--- src/rtl/decode_stage_if.sv ---
// Decode-stage bus: IF/ID inputs, writeback port, hazard-unit addresses and the
// ID/EX register outputs. master is the decode stage, slave is its environment.
interface decode_stage_if #(
    parameter int XLEN  = 32,
    parameter int NREGS = 32
);
    localparam int AW = $clog2(NREGS);

    logic [31:0]     InstrD;
    logic [XLEN-1:0] PCD;
    logic [XLEN-1:0] PCPlus4D;
    logic            ValidD;
    logic            StallE;
    logic            FlushE;
    logic            RegWriteW;
    logic [AW-1:0]   RdW;
    logic [XLEN-1:0] ResultW;

    logic [AW-1:0]   Rs1D;
    logic [AW-1:0]   Rs2D;
    logic            RegWriteE;
    logic            MemWriteE;
    logic            JumpE;
    logic            BranchE;
    logic            ALUSrcE;
    logic            ValidE;
    logic            IllegalE;
    logic [1:0]      ResultSrcE;
    logic [3:0]      ALUControlE;
    logic [2:0]      Funct3E;
    logic [AW-1:0]   Rs1E;
    logic [AW-1:0]   Rs2E;
    logic [AW-1:0]   RdE;
    logic [XLEN-1:0] RD1E;
    logic [XLEN-1:0] RD2E;
    logic [XLEN-1:0] ImmExtE;
    logic [XLEN-1:0] PCE;
    logic [XLEN-1:0] PCPlus4E;

    modport master (
        input  InstrD, PCD, PCPlus4D, ValidD, StallE, FlushE, RegWriteW, RdW, ResultW,
        output Rs1D, Rs2D, RegWriteE, MemWriteE, JumpE, BranchE, ALUSrcE, ValidE, IllegalE,
               ResultSrcE, ALUControlE, Funct3E, Rs1E, Rs2E, RdE, RD1E, RD2E, ImmExtE, PCE, PCPlus4E
    );

    modport slave (
        output InstrD, PCD, PCPlus4D, ValidD, StallE, FlushE, RegWriteW, RdW, ResultW,
        input  Rs1D, Rs2D, RegWriteE, MemWriteE, JumpE, BranchE, ALUSrcE, ValidE, IllegalE,
               ResultSrcE, ALUControlE, Funct3E, Rs1E, Rs2E, RdE, RD1E, RD2E, ImmExtE, PCE, PCPlus4E
    );
endinterface

--- src/rtl/decode_stage.sv ---
// RV32I-subset decode stage: register file with optional write-to-read bypass,
// control/immediate decode, and the ID/EX pipeline register.
module decode_stage #(
    parameter int XLEN   = 32,
    parameter int NREGS  = 32,
    parameter int BYPASS = 1
) (
    input  logic           clk,
    input  logic           reset,
    decode_stage_if.master bus
);
    localparam int   AW        = $clog2(NREGS);
    localparam logic BYPASS_EN = (BYPASS != 32'sd0);

    typedef enum logic [3:0] {
        ALU_ADD = 4'b0000, ALU_SUB = 4'b0001, ALU_AND = 4'b0010, ALU_OR = 4'b0011,
        ALU_XOR = 4'b0100, ALU_SLT = 4'b0101, ALU_SLTU = 4'b0110, ALU_SLL = 4'b0111,
        ALU_SRL = 4'b1000, ALU_SRA = 4'b1001, ALU_PASSB = 4'b1010
    } aluOp_e;

    typedef enum logic [2:0] {
        IMM_NONE = 3'd0, IMM_I = 3'd1, IMM_S = 3'd2, IMM_B = 3'd3, IMM_J = 3'd4, IMM_U = 3'd5
    } immSel_e;

    typedef struct packed {
        logic       regWrite;
        logic       memWrite;
        logic       jump;
        logic       branch;
        logic       aluSrc;
        logic       illegal;
        logic [1:0] resultSrc;
        logic [3:0] aluCtl;
    } ctrl_t;

    typedef struct packed {
        ctrl_t           ctrl;
        logic            valid;
        logic [2:0]      funct3;
        logic [AW-1:0]   rs1;
        logic [AW-1:0]   rs2;
        logic [AW-1:0]   rd;
        logic [XLEN-1:0] rd1;
        logic [XLEN-1:0] rd2;
        logic [XLEN-1:0] imm;
        logic [XLEN-1:0] pc;
        logic [XLEN-1:0] pcPlus4;
    } idEx_t;

    // subEn selects sub for funct3 000 (R-type only); sraEn selects sra for 101.
    function automatic aluOp_e aluFromFunct3(input logic [2:0] funct3, input logic subEn,
                                             input logic sraEn);
        aluOp_e op;
        case (funct3)
            3'b000:  op = subEn ? ALU_SUB : ALU_ADD;
            3'b001:  op = ALU_SLL;
            3'b010:  op = ALU_SLT;
            3'b011:  op = ALU_SLTU;
            3'b100:  op = ALU_XOR;
            3'b101:  op = sraEn ? ALU_SRA : ALU_SRL;
            3'b110:  op = ALU_OR;
            3'b111:  op = ALU_AND;
            default: op = ALU_ADD;
        endcase
        return op;
    endfunction

    function automatic logic [31:0] immGen(input logic [31:0] i, input immSel_e sel);
        logic [31:0] imm;
        case (sel)
            IMM_I:   imm = {{20{i[31]}}, i[31:20]};
            IMM_S:   imm = {{20{i[31]}}, i[31:25], i[11:7]};
            IMM_B:   imm = {{19{i[31]}}, i[31], i[7], i[30:25], i[11:8], 1'b0};
            IMM_J:   imm = {{11{i[31]}}, i[31], i[19:12], i[20], i[30:21], 1'b0};
            IMM_U:   imm = {i[31:12], 12'b0};
            default: imm = 32'b0;
        endcase
        return imm;
    endfunction

    logic [XLEN-1:0] regFile_r [NREGS];
    logic [AW-1:0]   rs1_s, rs2_s, rd_s;
    logic            bypass1_s, bypass2_s;
    logic [XLEN-1:0] rd1_s, rd2_s;
    ctrl_t           decCtrl_s, ctrl_s;
    immSel_e         immSel_s;
    logic [31:0]     imm32_s;
    logic [XLEN-1:0] immExt_s;
    idEx_t           idExNext_s, idEx_r;

    assign rs1_s    = bus.InstrD[15 +: AW];
    assign rs2_s    = bus.InstrD[20 +: AW];
    assign rd_s     = bus.InstrD[7 +: AW];
    assign bus.Rs1D = rs1_s;
    assign bus.Rs2D = rs2_s;

    // Register file storage; x0 is never written so it always reads zero.
    always_ff @(posedge clk or posedge reset) begin
        if (reset) begin
            for (int i = 0; i < NREGS; i++) regFile_r[i] <= {XLEN{1'b0}};
        end else if (bus.RegWriteW && (bus.RdW != {AW{1'b0}})) begin
            regFile_r[bus.RdW] <= bus.ResultW;
        end
    end

    assign bypass1_s = BYPASS_EN && bus.RegWriteW && (bus.RdW == rs1_s) && (rs1_s != {AW{1'b0}});
    assign bypass2_s = BYPASS_EN && bus.RegWriteW && (bus.RdW == rs2_s) && (rs2_s != {AW{1'b0}});
    assign rd1_s     = bypass1_s ? bus.ResultW : regFile_r[rs1_s];
    assign rd2_s     = bypass2_s ? bus.ResultW : regFile_r[rs2_s];

    // Opcode decode into control fields and immediate format.
    always_comb begin
        decCtrl_s        = '0;
        decCtrl_s.aluCtl = ALU_ADD;
        immSel_s         = IMM_NONE;
        case (bus.InstrD[6:0])
            7'b0000011: begin
                decCtrl_s.regWrite  = 1'b1;
                decCtrl_s.aluSrc    = 1'b1;
                decCtrl_s.resultSrc = 2'b01;
                immSel_s            = IMM_I;
            end
            7'b0100011: begin
                decCtrl_s.memWrite = 1'b1;
                decCtrl_s.aluSrc   = 1'b1;
                immSel_s           = IMM_S;
            end
            7'b0110011: begin
                decCtrl_s.regWrite = 1'b1;
                decCtrl_s.aluCtl   = aluFromFunct3(bus.InstrD[14:12], bus.InstrD[30], bus.InstrD[30]);
            end
            7'b0010011: begin
                decCtrl_s.regWrite = 1'b1;
                decCtrl_s.aluSrc   = 1'b1;
                decCtrl_s.aluCtl   = aluFromFunct3(bus.InstrD[14:12], 1'b0, bus.InstrD[30]);
                immSel_s           = IMM_I;
            end
            7'b1100011: begin
                decCtrl_s.branch = 1'b1;
                decCtrl_s.aluCtl = ALU_SUB;
                immSel_s         = IMM_B;
            end
            7'b1101111: begin
                decCtrl_s.jump      = 1'b1;
                decCtrl_s.regWrite  = 1'b1;
                decCtrl_s.resultSrc = 2'b10;
                immSel_s            = IMM_J;
            end
            7'b0110111: begin
                decCtrl_s.regWrite = 1'b1;
                decCtrl_s.aluSrc   = 1'b1;
                decCtrl_s.aluCtl   = ALU_PASSB;
                immSel_s           = IMM_U;
            end
            default: begin
                decCtrl_s.aluCtl  = ALU_ADD;
                decCtrl_s.illegal = 1'b1;
            end
        endcase
    end

    // A bubble carries no control and is never flagged illegal.
    assign ctrl_s   = bus.ValidD ? decCtrl_s : '0;
    assign imm32_s  = immGen(bus.InstrD, immSel_s);
    assign immExt_s = XLEN'($signed(imm32_s));

    // Assemble the next ID/EX contents.
    always_comb begin
        idExNext_s.ctrl    = ctrl_s;
        idExNext_s.valid   = bus.ValidD;
        idExNext_s.funct3  = bus.InstrD[14:12];
        idExNext_s.rs1     = rs1_s;
        idExNext_s.rs2     = rs2_s;
        idExNext_s.rd      = rd_s;
        idExNext_s.rd1     = rd1_s;
        idExNext_s.rd2     = rd2_s;
        idExNext_s.imm     = immExt_s;
        idExNext_s.pc      = bus.PCD;
        idExNext_s.pcPlus4 = bus.PCPlus4D;
    end

    // ID/EX register: reset, then flush (wins over stall), then stall hold.
    always_ff @(posedge clk or posedge reset) begin
        if (reset) begin
            idEx_r <= '0;
        end else if (bus.FlushE) begin
            idEx_r <= '0;
        end else if (!bus.StallE) begin
            idEx_r <= idExNext_s;
        end
    end

    assign bus.RegWriteE   = idEx_r.ctrl.regWrite;
    assign bus.MemWriteE   = idEx_r.ctrl.memWrite;
    assign bus.JumpE       = idEx_r.ctrl.jump;
    assign bus.BranchE     = idEx_r.ctrl.branch;
    assign bus.ALUSrcE     = idEx_r.ctrl.aluSrc;
    assign bus.IllegalE    = idEx_r.ctrl.illegal;
    assign bus.ResultSrcE  = idEx_r.ctrl.resultSrc;
    assign bus.ALUControlE = idEx_r.ctrl.aluCtl;
    assign bus.ValidE      = idEx_r.valid;
    assign bus.Funct3E     = idEx_r.funct3;
    assign bus.Rs1E        = idEx_r.rs1;
    assign bus.Rs2E        = idEx_r.rs2;
    assign bus.RdE         = idEx_r.rd;
    assign bus.RD1E        = idEx_r.rd1;
    assign bus.RD2E        = idEx_r.rd2;
    assign bus.ImmExtE     = idEx_r.imm;
    assign bus.PCE         = idEx_r.pc;
    assign bus.PCPlus4E    = idEx_r.pcPlus4;
endmodule

--- src/flat_wrapper.sv ---
// flat-port wrapper written by rule: the top's interface ports become plain ports
module decode_stage_flat 
#(
    parameter int XLEN   = 32,
    parameter int NREGS  = 32,
    parameter int BYPASS = 1
)
  (clk, reset, bus_InstrD, bus_PCD, bus_PCPlus4D, bus_ValidD, bus_StallE, bus_FlushE, bus_RegWriteW, bus_RdW, bus_ResultW, bus_Rs1D, bus_Rs2D, bus_RegWriteE, bus_MemWriteE, bus_JumpE, bus_BranchE, bus_ALUSrcE, bus_ValidE, bus_IllegalE, bus_ResultSrcE, bus_ALUControlE, bus_Funct3E, bus_Rs1E, bus_Rs2E, bus_RdE, bus_RD1E, bus_RD2E, bus_ImmExtE, bus_PCE, bus_PCPlus4E);
  decode_stage_if #(.XLEN(XLEN), .NREGS(NREGS)) bus_i ();
  input  logic clk;
  input  logic reset;
  input wire logic [$bits(bus_i.InstrD)-1:0] bus_InstrD;
  input wire logic [$bits(bus_i.PCD)-1:0] bus_PCD;
  input wire logic [$bits(bus_i.PCPlus4D)-1:0] bus_PCPlus4D;
  input wire logic [$bits(bus_i.ValidD)-1:0] bus_ValidD;
  input wire logic [$bits(bus_i.StallE)-1:0] bus_StallE;
  input wire logic [$bits(bus_i.FlushE)-1:0] bus_FlushE;
  input wire logic [$bits(bus_i.RegWriteW)-1:0] bus_RegWriteW;
  input wire logic [$bits(bus_i.RdW)-1:0] bus_RdW;
  input wire logic [$bits(bus_i.ResultW)-1:0] bus_ResultW;
  output wire logic [$bits(bus_i.Rs1D)-1:0] bus_Rs1D;
  output wire logic [$bits(bus_i.Rs2D)-1:0] bus_Rs2D;
  output wire logic [$bits(bus_i.RegWriteE)-1:0] bus_RegWriteE;
  output wire logic [$bits(bus_i.MemWriteE)-1:0] bus_MemWriteE;
  output wire logic [$bits(bus_i.JumpE)-1:0] bus_JumpE;
  output wire logic [$bits(bus_i.BranchE)-1:0] bus_BranchE;
  output wire logic [$bits(bus_i.ALUSrcE)-1:0] bus_ALUSrcE;
  output wire logic [$bits(bus_i.ValidE)-1:0] bus_ValidE;
  output wire logic [$bits(bus_i.IllegalE)-1:0] bus_IllegalE;
  output wire logic [$bits(bus_i.ResultSrcE)-1:0] bus_ResultSrcE;
  output wire logic [$bits(bus_i.ALUControlE)-1:0] bus_ALUControlE;
  output wire logic [$bits(bus_i.Funct3E)-1:0] bus_Funct3E;
  output wire logic [$bits(bus_i.Rs1E)-1:0] bus_Rs1E;
  output wire logic [$bits(bus_i.Rs2E)-1:0] bus_Rs2E;
  output wire logic [$bits(bus_i.RdE)-1:0] bus_RdE;
  output wire logic [$bits(bus_i.RD1E)-1:0] bus_RD1E;
  output wire logic [$bits(bus_i.RD2E)-1:0] bus_RD2E;
  output wire logic [$bits(bus_i.ImmExtE)-1:0] bus_ImmExtE;
  output wire logic [$bits(bus_i.PCE)-1:0] bus_PCE;
  output wire logic [$bits(bus_i.PCPlus4E)-1:0] bus_PCPlus4E;
  assign bus_i.InstrD = bus_InstrD;
  assign bus_i.PCD = bus_PCD;
  assign bus_i.PCPlus4D = bus_PCPlus4D;
  assign bus_i.ValidD = bus_ValidD;
  assign bus_i.StallE = bus_StallE;
  assign bus_i.FlushE = bus_FlushE;
  assign bus_i.RegWriteW = bus_RegWriteW;
  assign bus_i.RdW = bus_RdW;
  assign bus_i.ResultW = bus_ResultW;
  assign bus_Rs1D = bus_i.Rs1D;
  assign bus_Rs2D = bus_i.Rs2D;
  assign bus_RegWriteE = bus_i.RegWriteE;
  assign bus_MemWriteE = bus_i.MemWriteE;
  assign bus_JumpE = bus_i.JumpE;
  assign bus_BranchE = bus_i.BranchE;
  assign bus_ALUSrcE = bus_i.ALUSrcE;
  assign bus_ValidE = bus_i.ValidE;
  assign bus_IllegalE = bus_i.IllegalE;
  assign bus_ResultSrcE = bus_i.ResultSrcE;
  assign bus_ALUControlE = bus_i.ALUControlE;
  assign bus_Funct3E = bus_i.Funct3E;
  assign bus_Rs1E = bus_i.Rs1E;
  assign bus_Rs2E = bus_i.Rs2E;
  assign bus_RdE = bus_i.RdE;
  assign bus_RD1E = bus_i.RD1E;
  assign bus_RD2E = bus_i.RD2E;
  assign bus_ImmExtE = bus_i.ImmExtE;
  assign bus_PCE = bus_i.PCE;
  assign bus_PCPlus4E = bus_i.PCPlus4E;
  decode_stage #(.XLEN(XLEN), .NREGS(NREGS), .BYPASS(BYPASS)) u_core (.clk(clk), .reset(reset), .bus(bus_i));
endmodule
--- config.mk ---
export PLATFORM = sky130hd
export DESIGN_NAME = decode_stage_flat
export DESIGN_NICKNAME = d
export VERILOG_FILES = /design/src/rtl/decode_stage_if.sv /design/src/rtl/decode_stage.sv /design/src/flat_wrapper.sv
export SDC_FILE = /design/constraint.sdc
export NUM_CORES = 2
export LEC_CHECK = 0
export CORE_MARGIN = 1.5
export CORE_UTILIZATION = 37
export DETAILED_ROUTE_END_ITERATION = 8
export GPL_TIMING_DRIVEN = 0
export HOLD_SLACK_MARGIN = 0.02
export PLACE_DENSITY = 0.65
export SLEW_MARGIN = 20
export SYNTH_ARGS = -nofsm -noshare
export SYNTH_HDL_FRONTEND = slang
export SYNTH_SLANG_ARGS = --single-unit
--- constraint.sdc ---
create_clock -name clk -period 51.4 [get_ports clk]
set_input_delay 7.71 -clock clk [delete_from_list [all_inputs] [get_ports clk]]
set_output_delay 7.71 -clock clk [all_outputs]
set_load 0.005 [all_outputs]
==> summary.md <==
| Metric | Value |
|---|---|
| Largest net degree at the start of global routing | `104` |
| Synth Flop Type | `dfrtp_1` |
| Tmin final | `17.27 ns` |
| Post-synth cell types | `51` |
| Residual DRC | `0` |
| Detailed Route WL | `289,100 um` |
| WS Path Type | `input pin to output pin` |
| Clock buffer depth | `3` |
| CTS Sinks | `1,214` |
| Initial antenna violation count | `15` |
| Detailed-route vias per instance | `6.277` |
| Synthesized cell area | `0.06401 mm^2` |
| H-tree depth | `4` |
| Slowest CP cell | `clkdlybuf4s50_1` |
| Area grow syn2layout | `17.87%` |
| Mapped Cells | `5,358` |
| Final hold slack | `0.4811 ns` |
| Post-place setup slack | `34.17 ns` |
| Largest delay share family, worst path | `buffers and inverters` |
| Worst path bufs/invs | `3` |
| Initial DRT Pass Iterations | `6` |
| Share of layout cells above drive strength 1 | `0.2604` |
| Worst-path maximum fanout | `8` |
| Fin Clk Skew | `0.04183 ns` |
| Die height | `418.9 um` |
| Final setup vio count | `0` |
| Avg Inst Size Synth | `11.95 um^2` |
| Register area share after synthesis | `0.4746` |
| Resized cells post-CTS | `0` |
| Nets | `5,975` |
| Fin. max-slew vios | `0` |
| Worst-path clk slew | `0.06 ns` |
| Die Wd | `418.9 um` |
| Gpl congestion | `0.9933` |
| Status | `completed` |
| Final WS setup | `34.13 ns` |
| Critical Path RT | `43.69 ns` |
| Via count | `51,870` |
| Syn_nets | `5,497` |
| WL per Instance | `34.99 um` |
| FFs w/ async S/R, synth | `1.000` |
| EDFF count, synth | `0` |
| Cell Pwr Density | `37.96 mW/mm^2` |
| Top cell by count, worst path | `clkdlybuf4s50_1` |
| Die Footprint | `0.1755 mm^2` |
| Root Buffer | `clkbuf_16` |
| Critical Path, Cell by Cell | `clkdlybuf4s50_1 > buf_4 > clkdlybuf4s50_1` |
| CTS tree | `done` |
| IO Pins | `340` |
| Core Box Area | `0.1717 mm^2` |
| Slew margin rel. | `0.06228` |
| Post-route ant nets | `0` |
| Worst-Skew Late Latency | `0.81 ns` |
| Tightest Pin Transition | `1.407 ns` |
| First-pass GRT wire length | `395,400 um` |
| Max-cap violations | `0` |
| Hold crit path type | `flip-flop to flip-flop` |
| Leak | `34.52 nW` |
| Crit path DAT | `9.56 ns` |
| Initial core utilization | `0.3727` |
| Yosys warns | `0` |
| RSZ-0062 raised after global routing | `false` |
| Max frequency | `57.91 MHz` |
| Startpoint Class | `input pin` |
| Final HPWL DP | `196,200 um` |
| FP Rows | `152` |
| Largest stage delay on the critical path | `1.11 ns` |
| Worst IR Drop VDD | `0.03236 mV` |
| Post-CTS setup buffers | `0` |
| Vias in the first global route | `51,030` |
| Crit share post-route | `0.3360` |
| Synth Register Bits | `1,214` |
| Number of CTS-inserted buffers | `134` |
| GRT Util Overall | `0.3215` |
| Global route overflow | `0` |
| Final hold viol count | `0` |
| PortBufs | `326` |
| CP Capture Type | `output pin` |
| Drt first-iter violations | `6,998` |
| Hold buffer count at cts | `0` |
[cell usage after synthesis (all sizes together), types with 6 or more instances]
| master | n | area share |
|---|---|---|
| nand2 | 156 | 0.0093 |
| and2 | 6 | 0.00059 |
| nand3b | 6 | 0.00070 |
| nand3 | 263 | 0.021 |
| mux2i | 1108 | 0.17 |
| nor2 | 119 | 0.0071 |
| o21ai | 65 | 0.0054 |
| o221a | 32 | 0.0056 |
| nor3b | 6 | 0.00070 |
| buf | 297 | 0.026 |
| nand4 | 34 | 0.0033 |
| nand2b | 8 | 0.00078 |
| xor2 | 6 | 0.00082 |
| a21oi | 218 | 0.017 |
| and4 | 34 | 0.0047 |
| clkbuf | 259 | 0.015 |
| inv | 66 | 0.0039 |
| nor2b | 9 | 0.0010 |
| mux2 | 992 | 0.17 |
| dfrtp | 1214 | 0.47 |
| xnor2 | 6 | 0.00082 |
| a22oi | 425 | 0.050 |
| a22o | 6 | 0.00082 |
[state kept, by name (all words and copies together) (netlist names)]
register and count:
u_core.bus.Rs2E 5, u_core.bus.ImmExtE 32, u_core.bus.RD1E 32, u_core.bus.ValidE 1, u_core.bus.MemWriteE 1, u_core.bus.RegWriteE 1, u_core.bus.PCPlus4E 32, u_core.bus.ALUControlE 4
u_core.bus.IllegalE 1, u_core.bus.ALUSrcE 1, u_core.bus.RD2E 32, u_core.bus.Funct3E 3, u_core.bus.RdE 5, u_core.regFile_r 1024, u_core.bus.Rs1E 5, u_core.bus.BranchE 1
u_core.bus.PCE 32, u_core.bus.ResultSrcE 2
[through the flow]
step	total power [mW]	setup TNS (ns)	cells	instance area [um^2]	utilization
after floorplan	1.590	0	5358	64010	-
after global placement	1.770	-5528.18	7994	70160	0.4086
after detailed placement	1.793	0	8010	70650	0.4114
after CTS	2.841	0	8255	75420	0.4391
after global routing	2.950	0	8259	75440	0.4393
final	2.864	0	8263	75450	0.4393
[metal layers]
layer	global-route usage	vias to the layer above	wire length, um
met2	0.4669	3764	121000
met4	0.2408	28	24820
met1	0.3871	26340	106000
met5	0.002501	-	223
met3	0.1187	1117	37060
li1	-	20620	-
[worst paths after layout]
path	cells past startpoint	start	slack (ns)	endpoint
min in group asynchronous	2	reset	7.33	u_core.bus.Rs1E[3]
max in group asynchronous	8	reset	41.08	u_core.regFile_r[657]
max	3	bus_InstrD[16]	34.13	bus_Rs1D[1]
max reg2reg	5	u_core.regFile_r[859]	49.59	u_core.bus.RD2E[27]
min	1	u_core.regFile_r[1002]	0.48	u_core.regFile_r[1002]
min reg2reg	1	u_core.regFile_r[1002]	0.48	u_core.regFile_r[1002]
[cells in the final DEF (no fill, tap or decap), drive strengths merged, types with 2 or more instances in the layout]
cell type / n
dfrtp: 1214
mux2i: 1108
mux2: 992
clkbuf: 460
a22oi: 425
clkdlybuf4s50: 326
buf: 309
nand3: 263
a21oi: 218
nand2: 156
nor2: 119
inv: 76
o21ai: 65
and4: 34
nand4: 34
o221a: 32
clkinv: 20
bufinv: 18
nor2b: 9
diode: 8
nand2b: 8
nor3b: 6
nand3b: 6
and2: 6
xnor2: 6
xor2: 6
a22o: 6
nor3: 3
o41ai: 3
or2: 2
o21a: 2
a211oi: 2
[area by class of cell]
class,instances,area [um^2]
Clock inverter,48,747.0
Buffer,556,2710
Timing Repair Buffer,342,3669
Multi-Input combinational cell,3522,30760
Antenna cell,8,20.02
Clock buffer,197,4015
Tap cell,2310,2890
Sequential cell,1214,30380
Fill cell,16080,96280
Inverter,66,255.2
[logic make-up (layout without fill, tap and decap cells)]
family | after synthesis | in the layout | share of synthesized area
xor+xnor | 12 | 12 | 0.001642
flops | 1214 | 1214 | 0.4746
simple gates | 651 | 651 | 0.04990
mux | 2100 | 2100 | 0.3478
compound gates | 759 | 759 | 0.08112
other cells | 0 | 8 | 0
buf+inv | 622 | 1209 | 0.04494
[power by group]
group | internal (mW) | switching, mW
clock | 0.633 | 0.429
combinational | 0.264 | 0.298
sequential | 1.12 | 0.124
total | 2.01 | 0.851
Power figures use the tool's default switching activity.
